### config.mk
export PLATFORM = sky130hd
export DESIGN_NAME = regfile_fwd_multi
export DESIGN_NICKNAME = d
export VERILOG_FILES = /design/src/rtl/regfile_fwd_multi_pkg.sv /design/src/rtl/regfile_fwd_multi_sel.sv /design/src/rtl/regfile_fwd_multi.sv
export SDC_FILE = /design/constraint.sdc
export NUM_CORES = 1
export LEC_CHECK = 0
export ABC_AREA = 1
export BUFFER_PORTS_ARGS = -buffer_cell sky130_fd_sc_hd__buf_4
export CORE_MARGIN = 2
export CORE_UTILIZATION = 55
export CTS_BUF_LIST = sky130_fd_sc_hd__clkbuf_4 sky130_fd_sc_hd__clkbuf_8
export CTS_CLUSTER_SIZE = 16
export DETAILED_ROUTE_END_ITERATION = 16
export MAX_ROUTING_LAYER = met4
export PLACE_DENSITY = 0.83
export SLEW_MARGIN = 5
export SYNTH_ARGS = -nofsm -noshare
export SYNTH_HDL_FRONTEND = slang
export SYNTH_SLANG_ARGS = --single-unit
### constraint.sdc
create_clock -name clk -period 2.3 [get_ports clk]
set_input_delay 0.115 -clock clk [delete_from_list [all_inputs] [get_ports clk]]
set_output_delay 0.115 -clock clk [all_outputs]
set_load 0.05 [all_outputs]
### src/rtl/regfile_fwd_multi_pkg.sv
// Shared constants and types for the forwarding register file: default widths,
// the hard-wired zero register address, FSM encodings and control polarities.
package regfile_fwd_multi_pkg;

   localparam int RegBusW  = 16;
   localparam int RegAddrW = 3;
   localparam int RegZero  = 0;

   localparam logic RstEnable   = 1'b1;
   localparam logic WriteEnable = 1'b1;
   localparam logic ReadEnable  = 1'b1;

   typedef enum logic {
      CLEAR = 1'b0,
      READY = 1'b1
   } state_t;

endpackage

### src/rtl/regfile_fwd_multi_sel.sv
// One read port: prioritised forwarding mux (youngest source first, then the
// same-cycle WB write, then the array) plus the load-use hazard flag.
module regfile_fwd_sel
   import regfile_fwd_multi_pkg::*;
#(
   parameter int DATA_W   = RegBusW,
   parameter int ADDR_W   = RegAddrW,
   parameter int NUM_FWD  = 2,
   parameter int ZERO_REG = 1
) (
   input  logic                        active,
   input  logic                        re,
   input  logic [ADDR_W-1:0]           raddr,
   input  logic [DATA_W-1:0]           reg_data,
   input  logic                        we,
   input  logic [ADDR_W-1:0]           waddr,
   input  logic [DATA_W-1:0]           wdata,
   input  logic [NUM_FWD-1:0]          fwd_we,
   input  logic [NUM_FWD*ADDR_W-1:0]   fwd_addr,
   input  logic [NUM_FWD*DATA_W-1:0]   fwd_data,
   input  logic [NUM_FWD-1:0]          fwd_pend,
   output logic [DATA_W-1:0]           rdata,
   output logic                        hazard
);

   logic              hit;
   logic              hit_pend;
   logic [DATA_W-1:0] hit_data;

   // Walk oldest to youngest so the lowest matching index is the one left standing.
   always_comb begin
      hit      = 1'b0;
      hit_pend = 1'b0;
      hit_data = '0;
      for (int k = NUM_FWD - 1; k >= 0; k--) begin
         if (fwd_we[k] == WriteEnable && fwd_addr[k*ADDR_W +: ADDR_W] == raddr) begin
            hit      = 1'b1;
            hit_pend = fwd_pend[k];
            hit_data = fwd_data[k*DATA_W +: DATA_W];
         end
      end
   end

   always_comb begin
      rdata  = '0;
      hazard = 1'b0;
      if (active && re == ReadEnable) begin
         if (ZERO_REG == 1 && raddr == ADDR_W'(RegZero)) begin
            rdata = '0;
         end else if (hit) begin
            if (hit_pend) begin
               hazard = 1'b1;
            end else begin
               rdata = hit_data;
            end
         end else if (we == WriteEnable && waddr == raddr) begin
            rdata = wdata;
         end else begin
            rdata = reg_data;
         end
      end
   end

endmodule

### src/rtl/regfile_fwd_multi.sv
// ID-stage register file with NUM_RD forwarding read ports, load-use stall
// detection and a post-reset clearing sweep that gates the pipeline via ready_o.
module regfile_fwd_multi
   import regfile_fwd_multi_pkg::*;
#(
   parameter int DATA_W   = RegBusW,
   parameter int ADDR_W   = RegAddrW,
   parameter int NUM_RD   = 2,
   parameter int NUM_FWD  = 2,
   parameter int ZERO_REG = 1
) (
   input  logic                        clk,
   input  logic                        rst,
   input  logic                        we_i,
   input  logic [ADDR_W-1:0]           waddr_i,
   input  logic [DATA_W-1:0]           wdata_i,
   input  logic [NUM_FWD-1:0]          fwd_we_i,
   input  logic [NUM_FWD*ADDR_W-1:0]   fwd_addr_i,
   input  logic [NUM_FWD*DATA_W-1:0]   fwd_data_i,
   input  logic [NUM_FWD-1:0]          fwd_pend_i,
   input  logic [NUM_RD-1:0]           re_i,
   input  logic [NUM_RD*ADDR_W-1:0]    raddr_i,
   output logic [NUM_RD*DATA_W-1:0]    rdata_o,
   output logic                        stall_o,
   output logic                        ready_o
);

   state_t              state;
   state_t              next_state;
   logic [ADDR_W-1:0]   clr_idx;
   logic [DATA_W-1:0]   regs [2**ADDR_W];
   logic [NUM_RD-1:0]   hazard;

   always_ff @(posedge clk) begin
      if (rst == RstEnable) begin
         state   <= CLEAR;
         clr_idx <= '0;
      end else begin
         state <= next_state;
         if (state == CLEAR) begin
            clr_idx <= clr_idx + ADDR_W'(1);
         end
      end
   end

   always_comb begin
      next_state = state;
      if (state == CLEAR && clr_idx == {ADDR_W{1'b1}}) begin
         next_state = READY;
      end
   end

   // The array has no reset of its own; the sweep zeroes it one entry per cycle.
   always_ff @(posedge clk) begin
      if (rst != RstEnable) begin
         if (state == CLEAR) begin
            regs[clr_idx] <= '0;
         end else if (we_i == WriteEnable &&
                      !(ZERO_REG == 1 && waddr_i == ADDR_W'(RegZero))) begin
            regs[waddr_i] <= wdata_i;
         end
      end
   end

   assign ready_o = (state == READY) && (rst != RstEnable);

   for (genvar p = 0; p < NUM_RD; p++) begin : g_port
      logic [ADDR_W-1:0] port_addr;
      assign port_addr = raddr_i[p*ADDR_W +: ADDR_W];

      regfile_fwd_sel #(
         .DATA_W   (DATA_W),
         .ADDR_W   (ADDR_W),
         .NUM_FWD  (NUM_FWD),
         .ZERO_REG (ZERO_REG)
      ) u_sel (
         .active   (ready_o),
         .re       (re_i[p]),
         .raddr    (port_addr),
         .reg_data (regs[port_addr]),
         .we       (we_i),
         .waddr    (waddr_i),
         .wdata    (wdata_i),
         .fwd_we   (fwd_we_i),
         .fwd_addr (fwd_addr_i),
         .fwd_data (fwd_data_i),
         .fwd_pend (fwd_pend_i),
         .rdata    (rdata_o[p*DATA_W +: DATA_W]),
         .hazard   (hazard[p])
      );
   end

   assign stall_o = |hazard;

endmodule
* Yosys cells after proc, flatten, opt, wreduce, memory -nomap -nowiden
Memories as Yosys holds them, arrays and structs flattened. Cells that the tools add are included.
Cells by class: multiplexer cells 40, bitwise logic cells 2, $add $sub $neg 1, equal/unequal tests 7, reductions and logical operators 17
Operators with widths (number):
- 2-to-1 mux 16 bit | 15
- 2-to-1 mux 1 bit | 24
- == test 3 bit | 6
- OR reduction 16 bit | 1
- logical AND 1 bit | 11
- logical NOT 3 bit | 3
- adder 3 x 1 -> 3 bit (second input constant) | 1
- == test 3 bit (second input constant) | 1
- 2-to-1 mux 3 bit | 1
- NOT 1 bit | 2
- OR reduction 2 bit | 1
- logical NOT 1 bit | 1
Storage, ports and cells: memories 1, output and inout port bits 34, bits in writable memories 128, flip-flop bits (word level) 4, input bits 72, logic and storage cells 70
Memory list:
- regs | depth 8, bits a word 16, read ports 2, clocked after Yosys merged registers in 0, write ports 1, RTL line regfile_fwd_multi.sv:31 | logic [DATA_W-1:0] regs [2**ADDR_W];

* Longest topological paths before layout
Gate-level depths: netlist of the first run.
depth in word-level cells 9, mapped depth 13, mapped depth without buffers 10

* By module
From an unflattened synthesis of the first run, not the netlist that was laid out.
Second synthesis, totals: cell total of the unflattened synthesis 1141, area total of the unflattened synthesis 8813.5 um^2
Modules (own cells, without submodules):
- regfile_fwd_multi | cells an instance 737, sequential area each 3923.8 um^2, area an instance 6801.5 um^2, times used 1
- regfile_fwd_sel | cells an instance 202, sequential area each 0.0 um^2, area an instance 1006.0 um^2, times used 2

* Worst setup path after synthesis of the first run
OpenSTA, ideal clock, no wires.
kind reg2reg, start point reg state, end point mem regs[7][0] (netlist name), enable pin, arrival 2255 ps, stages on the path, launching flop included 8, path buffers 1, slack -344 ps, library setup time 388 ps, cell sequence dfxtp_1 nand2_1 inv_1 nand3_1 buf_2 o21ai_0 nand2_1 nor2_1
Between the ends: cells in the longest elaborated chain, start to end 5, elaborated cells between the ends (all ways) 9
RTL lines:
- start: declaration | RTL line regfile_fwd_multi.sv:28 | state_t state;
- start signal: assignment | RTL line regfile_fwd_multi.sv:39 | state <= next_state;
- 2-to-1 mux 1 bit | RTL line regfile_fwd_multi.sv:56 | if (state == CLEAR) begin
- 2-to-1 mux 1 bit | RTL line regfile_fwd_multi.sv:55 | if (rst != RstEnable) begin
- 2-to-1 mux 1 bit (implied by the code) | RTL line regfile_fwd_multi.sv:60 | regs[waddr_i] <= wdata_i;
- OR reduction 16 bit (no source line)
- 2-to-1 mux 3 bit (no source line) / 2-to-1 mux 1 bit (equally long branches)
- end: declaration | RTL line regfile_fwd_multi.sv:31
Parallel ways exist; a longest one is shown, timed or not.

* Worst setup path in the final report of the first run
start point reg state, end point out rdata_o[17]
Between the ends: cells in the longest elaborated chain, start to end 3
RTL lines:
- logical AND 1 bit | RTL line regfile_fwd_multi.sv:65 | assign ready_o = (state == READY) && (rst != RstEnable);
- logical AND 1 bit | RTL line regfile_fwd_multi_sel.sv:47 | if (active && re == ReadEnable) begin
- 2-to-1 mux 16 bit | RTL line regfile_fwd_multi_sel.sv:47
- end: declaration | RTL line regfile_fwd_multi.sv:23 | output logic [NUM_RD*DATA_W-1:0] rdata_o,
Every way passes these cells.

==> results of run 1 <==
## cells by family after synthesis
logic type                 synth area share [%]
adders and majority gates                 0.286
AOI/OAI and AO/OA                          3.79
xor gates and xnor gates                  0.100
buffers and inverters                      7.63
and+or+nand+nor                            43.4
DFF                                        44.8
## power by group
part	leakage (nW)	switching [W]	total, W	internal (W)
combinational	3.24	0.000740	0.00110	0.000356
clock	0.175	0.000948	0.00185	0.000903
sequential	1.30	0.0000293	0.00270	0.00267
## timing repair
action / 4_1_cts / 5_1_grt
hold buffers: 2 / 0
setup endpoints to repair: 1 / 138
endpoints found under the hold margin: 2 / 0
resized for setup: 1 / 12
cloned: 0 / 0
## flip-flops by register name, indices dropped and copies added, names as in the netlist
name     flops
state        1
regs       128
clr_idx      3
## worst min-delay path by stage
| stage | cells past startpoint | slack, ns | to | startpoint |
|---|---|---|---|---|
| CTS | 4 | 0.02 | clr_idx[2] | rst |
| global route | 4 | 0.07 | clr_idx[1] | rst |
| global placement | 2 | 0.31 | clr_idx[0] | rst |
| finish | 4 | 0.02 | clr_idx[2] | rst |
| detailed placement | 2 | 0.32 | clr_idx[0] | rst |
| floorplan | 1 | 0.19 | clr_idx[0] | rst |
## worst max-delay path, delay by kind of cell (launching register included)
| family | cells | cell delay [ns] |
|---|---|---|
| AND/OR/NAND/NOR | 4 | 0.55 |
| buffers and inverters | 3 | 0.46 |
| flip-flops | 1 | 0.36 |
| AO/OA/AOI/OAI | 1 | 0.24 |
## through the flow
| stage | total power [W] | util [%] | setup WS (ns) | setup TNS (ns) |
|---|---|---|---|---|
| after floorplan | 0.00342 | - | -0.142 | -9.08 |
| after CTS | 0.00561 | 65.2 | 0.0221 | 0 |
| after detailed placement | 0.00380 | 62.7 | 0.0827 | 0 |
| after global routing | 0.00583 | 65.5 | -0.00707 | -0.0202 |
| final | 0.00565 | 65.5 | 0.111 | 0 |
| after global placement | 0.00380 | 62.7 | 0.226 | 0 |
## layout make-up
class	instances	area, um2
antenna	1	2.50
sequential	132	3930
clock buffer	19	255
fill	1362	5430
multi-input combinational	940	4230
inverter	85	327
timing repair buffer	149	1150
tap	216	270
clock inverter	13	128
## cell usage in the layout, fill, tap and decap left out, drive strengths merged
cell type      n
nand2        489
nand3        250
buf          147
nor2         134
edfxtp       128
inv           86
a21oi         31
o21ai         28
clkbuf        19
clkinvlp       6
clkinv         5
dfxtp          4
nand3b         2
ha             2
dlygate4sd3    2
diode          1
nor3           1
o211ai         1
o22ai          1
xor2           1
bufinv         1
## layer usage
| metal | global-route usage, % | share of wire [%] | vias to the layer above |
|---|---|---|---|
| li1 | - | - | 4191 |
| met4 | 12.1 | 2.7 | 0 |
| met2 | 55.8 | 46 | 659 |
| met3 | 7.18 | 13 | 79 |
| met1 | 47.9 | 38 | 4053 |
| met5 | - | 0 | - |
==> metrics.md, run 1 <==
| Metric | Value |
|---|---|
| Static leakage | `approximately 4.7 nW` |
| Worst Max-Slew Pin Slew | `around 0.75 ns` |
| Final period utilization | `95.2%` |
| Number of hold-slack violations in the final timing report | `0` |
| Syn Nets | `~1300` |
| Final setup violation count | `0` |
| I/O pin total | `between 100 and 150` |
| Worst Setup Path Type | `register to output port` |
| Total congestion overflow after global routing | `0` |
| Detailed Route Iter0 Violations | `approximately 1300` |
| Source-to-sink clock delay at the later pin of the worst-skew pair | `0.45 ns` |
| Weighted congestion at the end of routability-driven global placement | `1.03` |
| Synth top cells by count | `471 x sky130_fd_sc_hd__nand2_1, 249 x sky130_fd_sc_hd__nand3_1, 128 x sky130_fd_sc_hd__edfxtp_1` |
| Number of sinks handled by clock tree synthesis | `about 130` |
| Initial Utilization | `55.7%` |
| Mean instance size in the synthesized netlist | `between 7 and 8 um2` |
| Share of the synthesized area in the top cell type | `about 44%` |
| Most instantiated library cell after synthesis | `sky130_fd_sc_hd__nand2_1` |
| Critical path data required time | `approximately 2.2 ns` |
| Fraction of layout instances using a drive strength above 1 | `18.1%` |
| Fmax | `between 400 and 500 MHz` |
| Clock buffer depth | `2` |
| Maximum level of the CTS H-tree | `4` |
| Via count | `around 9000` |
| Number of distinct standard cells referenced by the synthesized netlist | `31` |
| Area of the die | `around 17000 um2` |
| Number of enable flip-flop cells after synthesis | `approximately 130` |
| Clock period minus worst slack | `between 2 and 2.5 ns` |
| Register-to-Register Path Depth | `7` |
| Area after DPL | `between 9000 and 10000 um2` |
| Crit path launch type | `register` |
| Count of buffers added by post-CTS timing repair for setup | `0` |
| Root cell of the clock tree | `sky130_fd_sc_hd__clkbuf_8` |
| Mapped Cells | `approximately 1200` |
| Netlist area before placement | `approximately 8800 um2` |
| Overall fraction of global-route tracks in use | `a little over a third` |
| Antenna violations before repair | `1` |
| Y dimension of the die | `approximately 130 um` |
| Wire length of the first global-routing pass | `between 40000 and 50000 um` |
| Post-route worst hold slack | `0.0202 ns` |
| Seq cells post-synth | `around 130` |
| HPWL after detailed placement | `roughly 21000 um` |
| Critical-path cell with the highest stage delay | `sky130_fd_sc_hd__dfxtp_2` |
| Yosys warns | `0` |
| Reg2Reg Launch Point | `state` |
| RSZ-0062 raised after global routing | `true` |
| Power per cell area | `approximately 550 nW/um2` |
| Critical Path End Type | `output port` |
| Share of flip-flops with an asynchronous set or reset after synthesis | `0%` |
| Worst slew margin | `between 50 and 60%` |
| Net total in the final layout | `1399` |
| Worst reg-to-reg setup slack | `about 0.26 ns` |
| Total length of routed wires | `about 29000 um` |
| Placed insts | `1520` |
| Number of remaining DRC errors | `0` |
| Pin count of the biggest net entering global routing | `55` |
| Routed WL per cell | `19.0 um` |
| Vias in the first global route | `8016` |
| Chip width | `130 um` |
| Vias/cell | `5.78` |
| Main area contributors after synthesis | `sky130_fd_sc_hd__edfxtp_1 44%, sky130_fd_sc_hd__nand2_1 20%, sky130_fd_sc_hd__nand3_1 14%, sky130_fd_sc_hd__nor2_1 5.2%, sky130_fd_sc_hd__inv_1 3.1%` |
| End point of the critical path | `rdata_o[17]` |
| Post-detailed-route count of antenna-violating nets | `0` |
| Slowest Stage Delay on Critical Path | `approximately 0.36 ns` |
| Final setup skew | `0.0154 ns` |
| Final instance area | `about 10000 um2` |
| Chain of cells forming the critical path | `nand2_1, inv_2, buf_4, nand3_1, a21oi_4, nand2_1, nor2_2, buf_4` |
| Count of buffers inserted at the top-level ports | `between 100 and 150` |
| Area added between synthesis and finish | `17.4%` |
| Number of cell rows | `46` |
| Peak ir drop on the vdd network | `0.520 mV` |
| Sequential area share after synthesis | `about 45%` |
| Post-route non-filler standard cell count | `~1600` |
| Critical Path AT | `between 2 and 2.5 ns` |
| Result of the run | `finished, final reports clean` |
| TritonCTS Buffers | `17` |
| Number of max-cap violations | `0` |
| Floorplan core area | `15700 um2` |
| Library cell with the largest summed area after synthesis | `sky130_fd_sc_hd__edfxtp_1` |
| Maximum fanout encountered on the critical timing path | `6` |
| Final Max Slew Viols | `0` |
| Hold crit path type | `input pin to register` |
| CTS clock-pin slew for the worst setup and hold paths | `0.08 ns` |
| Flip-flop cell with the highest count after synthesis | `sky130_fd_sc_hd__edfxtp_1` |
| Drt pass-1 iters | `8` |
| Destination of the worst register-to-register timing path | `regs[0][5]` |
| Timing startpoint of the critical path | `state` |
| Clock tree from TritonCTS | `done` |
Power figures use the tool's default switching activity.
==> run 2: changes to the inputs <==
--- a/config.mk
+++ b/config.mk
@@ -7,6 +7,7 @@
 export LEC_CHECK = 0
 export ABC_AREA = 1
 export BUFFER_PORTS_ARGS = -buffer_cell sky130_fd_sc_hd__buf_4
+export CAP_MARGIN = 20
 export CORE_MARGIN = 2
 export CORE_UTILIZATION = 55
 export CTS_BUF_LIST = sky130_fd_sc_hd__clkbuf_4 sky130_fd_sc_hd__clkbuf_8
@@ -17,4 +18,5 @@
 export SLEW_MARGIN = 5
 export SYNTH_ARGS = -nofsm -noshare
 export SYNTH_HDL_FRONTEND = slang
+export SYNTH_HIERARCHICAL = 1
 export SYNTH_SLANG_ARGS = --single-unit
==> run 2 against run 1 <==
  * Non-clock buffer count is 11 lower
  * Power is 0.87% higher
  * Synthesized cell count is 6.6% lower
  * Sequential power hardly changed
  * Area after synthesis is 0.63% higher
  * Largest power group unchanged
  * Critical path type is now input pin to output port
  * Maximum frequency is 0.85% higher
  * Critical path depth is 1 higher
  * Highest routed layer unchanged
  * Final cell count is 6.2% lower
  * Flip-flop and latch count stayed put
==> metrics.md, run 2 <==
| Metric | Value |
|---|---|
| Final setup skew | `0.00485 ns (was 0.0154 ns)` |
| Total length of routed wires | `23800 um (was 29500 um)` |
| Wire length of the first global-routing pass | `37100 um (was 44300 um)` |
| Via count | `8421 (was 8982)` |
| Timing startpoint of the critical path | `rst (was state)` |
| Final Max Slew Viols | `0 (unchanged)` |
| Utilization after layout | `64.4% (was 65.5%)` |
| Power per cell area | `560 nW/um2 (was 549 nW/um2)` |
| Share of flip-flops with an asynchronous set or reset after synthesis | `0% (unchanged)` |
| Netlist area before placement | `8810 um2 (was 8760 um2)` |
| Total congestion overflow after global routing | `0 (unchanged)` |
| Share of the synthesized area in the top cell type | `43.6% (was 43.9%)` |
| Antenna violations before repair | `0 (was 1)` |
| Max reg flops | `128 (unchanged)` |
| Clock buffer depth | `2 (unchanged)` |
| Clock tree from TritonCTS | `done (unchanged)` |
| Area of the die | `17100 um2 (was 16900 um2)` |
| Routed WL per cell | `16.3 um (was 19.0 um)` |
| Result of the run | `finished, final reports clean (unchanged)` |
| Number of max-cap violations | `0 (unchanged)` |
| Fmax | `461 MHz (was 457 MHz)` |
| Post-detailed-route count of antenna-violating nets | `0 (unchanged)` |
| Pin count of the biggest net entering global routing | `71 (was 55)` |
| Crit path launch type | `input pin (was register)` |
| Clock period minus worst slack | `2.17 ns (was 2.19 ns)` |
| Drt pass-1 iters | `8 (unchanged)` |
| Number of distinct standard cells referenced by the synthesized netlist | `30 (was 31)` |
| Yosys warns | `6 (was 0)` |
| Resized cells post-CTS | `0 (was 1)` |
| Count of buffers inserted at the top-level ports | `105 (unchanged)` |
| Source-to-sink clock delay at the later pin of the worst-skew pair | `0.44 ns (was 0.45 ns)` |
| Number of hold-slack violations in the final timing report | `0 (unchanged)` |
| Fraction of layout instances using a drive strength above 1 | `20.5% (was 18.1%)` |
| Sum of negative setup slack | `0 ns (unchanged)` |
| Flip-flop cell with the highest count after synthesis | `sky130_fd_sc_hd__edfxtp_1 (unchanged)` |
| I/O pin total | `106 (unchanged)` |
| Synth top cells by count | `350 x sky130_fd_sc_hd__nand2_1, 128 x sky130_fd_sc_hd__edfxtp_1, 121 x sky130_fd_sc_hd__o21ai_0 (was 471 x sky130_fd_sc_hd__nand2_1, 249 x sky130_fd_sc_hd__nand3_1, 128 x sky130_fd_sc_hd__edfxtp_1)` |
| Final critical-path setup slack | `0.130 ns (was 0.111 ns)` |
| Post-route worst hold slack | `0.105 ns (was 0.0202 ns)` |
| Worst Setup Path Type | `input pin to output port (was register to output port)` |
| RSZ-0062 raised after global routing | `false (was true)` |
| Critical Path AT | `2.06 ns (was 2.07 ns)` |
| Most instantiated library cell after synthesis | `sky130_fd_sc_hd__nand2_1 (unchanged)` |
| Sequential area share after synthesis | `44.5% (was 44.8%)` |
| Number of cell rows | `46 (unchanged)` |
| Net total in the final layout | `1304 (was 1399)` |
| Detailed Route Iter0 Violations | `1149 (was 1283)` |
| Chip width | `131 um (was 130 um)` |
| Critical Path End Type | `output port (unchanged)` |
| CTS clock-pin slew for the worst setup and hold paths | `0.08 ns (about the same)` |
| Main area contributors after synthesis | `sky130_fd_sc_hd__edfxtp_1 44%, sky130_fd_sc_hd__nand2_1 15%, sky130_fd_sc_hd__o21ai_0 6.9%, sky130_fd_sc_hd__nand3_1 6.2%, sky130_fd_sc_hd__a21oi_1 4.6% (was sky130_fd_sc_hd__edfxtp_1 44%, sky130_fd_sc_hd__nand2_1 20%, sky130_fd_sc_hd__nand3_1 14%, sky130_fd_sc_hd__nor2_1 5.2%, sky130_fd_sc_hd__inv_1 3.1%)` |
| Area added between synthesis and finish | `15.3% (was 17.4%)` |
| Syn Nets | `1215 (was 1296)` |
| End point of the critical path | `rdata_o[24] (was rdata_o[17])` |
| # diodes | `0 (was 1)` |
| Initial Utilization | `55.9% (was 55.7%)` |
| Number of sinks handled by clock tree synthesis | `132 (unchanged)` |
| Library cell with the largest summed area after synthesis | `sky130_fd_sc_hd__edfxtp_1 (unchanged)` |
| Maximum level of the CTS H-tree | `4 (unchanged)` |
| Hold crit path type | `input pin to register (unchanged)` |
| Overall fraction of global-route tracks in use | `29.0% (was 36.1%)` |
| Critical path data required time | `2.18 ns (about the same)` |
| Vias/cell | `5.77 (was 5.78)` |
| Y dimension of the die | `131 um (was 130 um)` |
| Leading cell types in the layout, fill and taps excluded | `350 x sky130_fd_sc_hd__nand2_1, 134 x sky130_fd_sc_hd__buf_4, 128 x sky130_fd_sc_hd__edfxtp_1 (was 470 x sky130_fd_sc_hd__nand2_1, 248 x sky130_fd_sc_hd__nand3_1, 141 x sky130_fd_sc_hd__buf_4)` |
| Leading registers by flop count | `regs (128), clr_idx (3), state (1) (unchanged)` |
| Maximum fanout encountered on the critical timing path | `10 (was 6)` |
| Reg2Reg Launch Point | `state (unchanged)` |
| Static leakage | `4.54 nW (was 4.71 nW)` |
| Destination of the worst register-to-register timing path | `regs[6][12] (was regs[0][5])` |
| Mapped Cells | `1141 (was 1222)` |
| Floorplan core area | `15800 um2 (was 15700 um2)` |
| HPWL after detailed placement | `16300 um (was 20700 um)` |
| Pre-CTS WS | `0.299 ns (was 0.0827 ns)` |
| Peak ir drop on the vdd network | `0.479 mV (was 0.520 mV)` |
| Register ranked first by flip-flop count | `regs (unchanged)` |
| Number of remaining DRC errors | `0 (unchanged)` |
| Worst slew margin | `51.0% (was 50.1%)` |
| Worst Max-Slew Pin Slew | `0.734 ns (was 0.745 ns)` |
| Number of enable flip-flop cells after synthesis | `128 (unchanged)` |
| Register-to-Register Path Depth | `7 (unchanged)` |
| Weighted congestion at the end of routability-driven global placement | `0.901 (was 1.03)` |
| Worst reg-to-reg setup slack | `0.39 ns (was 0.26 ns)` |
| Power after layout | `0.00570 W (was 0.00565 W)` |
| Most frequent standard cell in the layout excluding fill and tap cells | `sky130_fd_sc_hd__nand2_1 (unchanged)` |
| Root cell of the clock tree | `sky130_fd_sc_hd__clkbuf_8 (unchanged)` |
| Vias in the first global route | `7550 (was 8016)` |
| Final period utilization | `94.4% (was 95.2%)` |
| Seq cells post-synth | `132 (unchanged)` |
| TritonCTS Buffers | `17 (unchanged)` |
| Final setup violation count | `0 (unchanged)` |
| Mean instance size in the synthesized netlist | `7.72 um2 (was 7.17 um2)` |
==> run 2: kinds of logic after synthesis <==
family,synth area share (%)
compound gates,17.3
xor+xnor,0.199
fa+ha+maj,0.284
buf+inv,8.94
flops,44.5
simple gates,28.7
==> run 2: area by class of cell <==
cell class / instances / area (um2)
Clock buffer: 17 / 234
Timing Repair Buffer: 138 / 1080
Sequential cell: 132 / 3920
Tap cell: 216 / 270
Clock inverter: 15 / 183
Inverter: 100 / 375
Fill cell: 1315 / 5610
Multi-Input combinational cell: 841 / 4100
==> run 2: worst min path at each step <==
stage	start	cells after the start	to	slack, ns
2_1_floorplan	rst	3	state	0.30
3_3_place_gp	rst	4	state	0.41
3_5_place_dp	rst	4	state	0.42
4_1_cts	wdata_i[11]	3	regs[6][11]	0.09
5_1_grt	wdata_i[11]	3	regs[6][11]	0.11
6_report	wdata_i[11]	3	regs[0][11]	0.10
==> run 2: routing by layer <==
layer | track usage (%) | vias to the layer above | wire length (um)
met5 | - | - | 0
met4 | 11.3 | 0 | 691
met3 | 3.87 | 71 | 2110
met2 | 47.6 | 437 | 11900
met1 | 36.8 | 3896 | 9180
li1 | - | 4017 | -
==> run 2: repair_timing <==
action / in CTS / in global routing
hold buffers: 1 / 0
hold endpoints to repair: 4 / 0
setup buffers: 0 / 0
endpoints found under the setup margin: 0 / 0
==> run 2: power by group <==
group	switching [W]	internal, W	total (W)
clock	0.000934	0.00108	0.00201
sequential	0.0000226	0.00267	0.00269
combinational	0.000660	0.000333	0.000993
total	0.00162	0.00408	0.00570
==> run 2: metrics by stage <==
step	cell area [um2]	cells
3_3_place_gp	9740	1426
6_report	10200	1459
2_1_floorplan	8810	1141
3_5_place_dp	9740	1426
5_1_grt	10200	1459
4_1_cts	10200	1459
==> run 2: critical path: stages <==
cell and delay [ns]:
sky130_fd_sc_hd__dlygate4sd3_1 0.54, sky130_fd_sc_hd__buf_4 0.13, sky130_fd_sc_hd__inv_2 0.10, sky130_fd_sc_hd__nand2_4 0.09, sky130_fd_sc_hd__inv_1 0.16, sky130_fd_sc_hd__o311ai_2 0.27, sky130_fd_sc_hd__buf_4 0.29, sky130_fd_sc_hd__a21oi_2 0.14
sky130_fd_sc_hd__buf_4 0.22
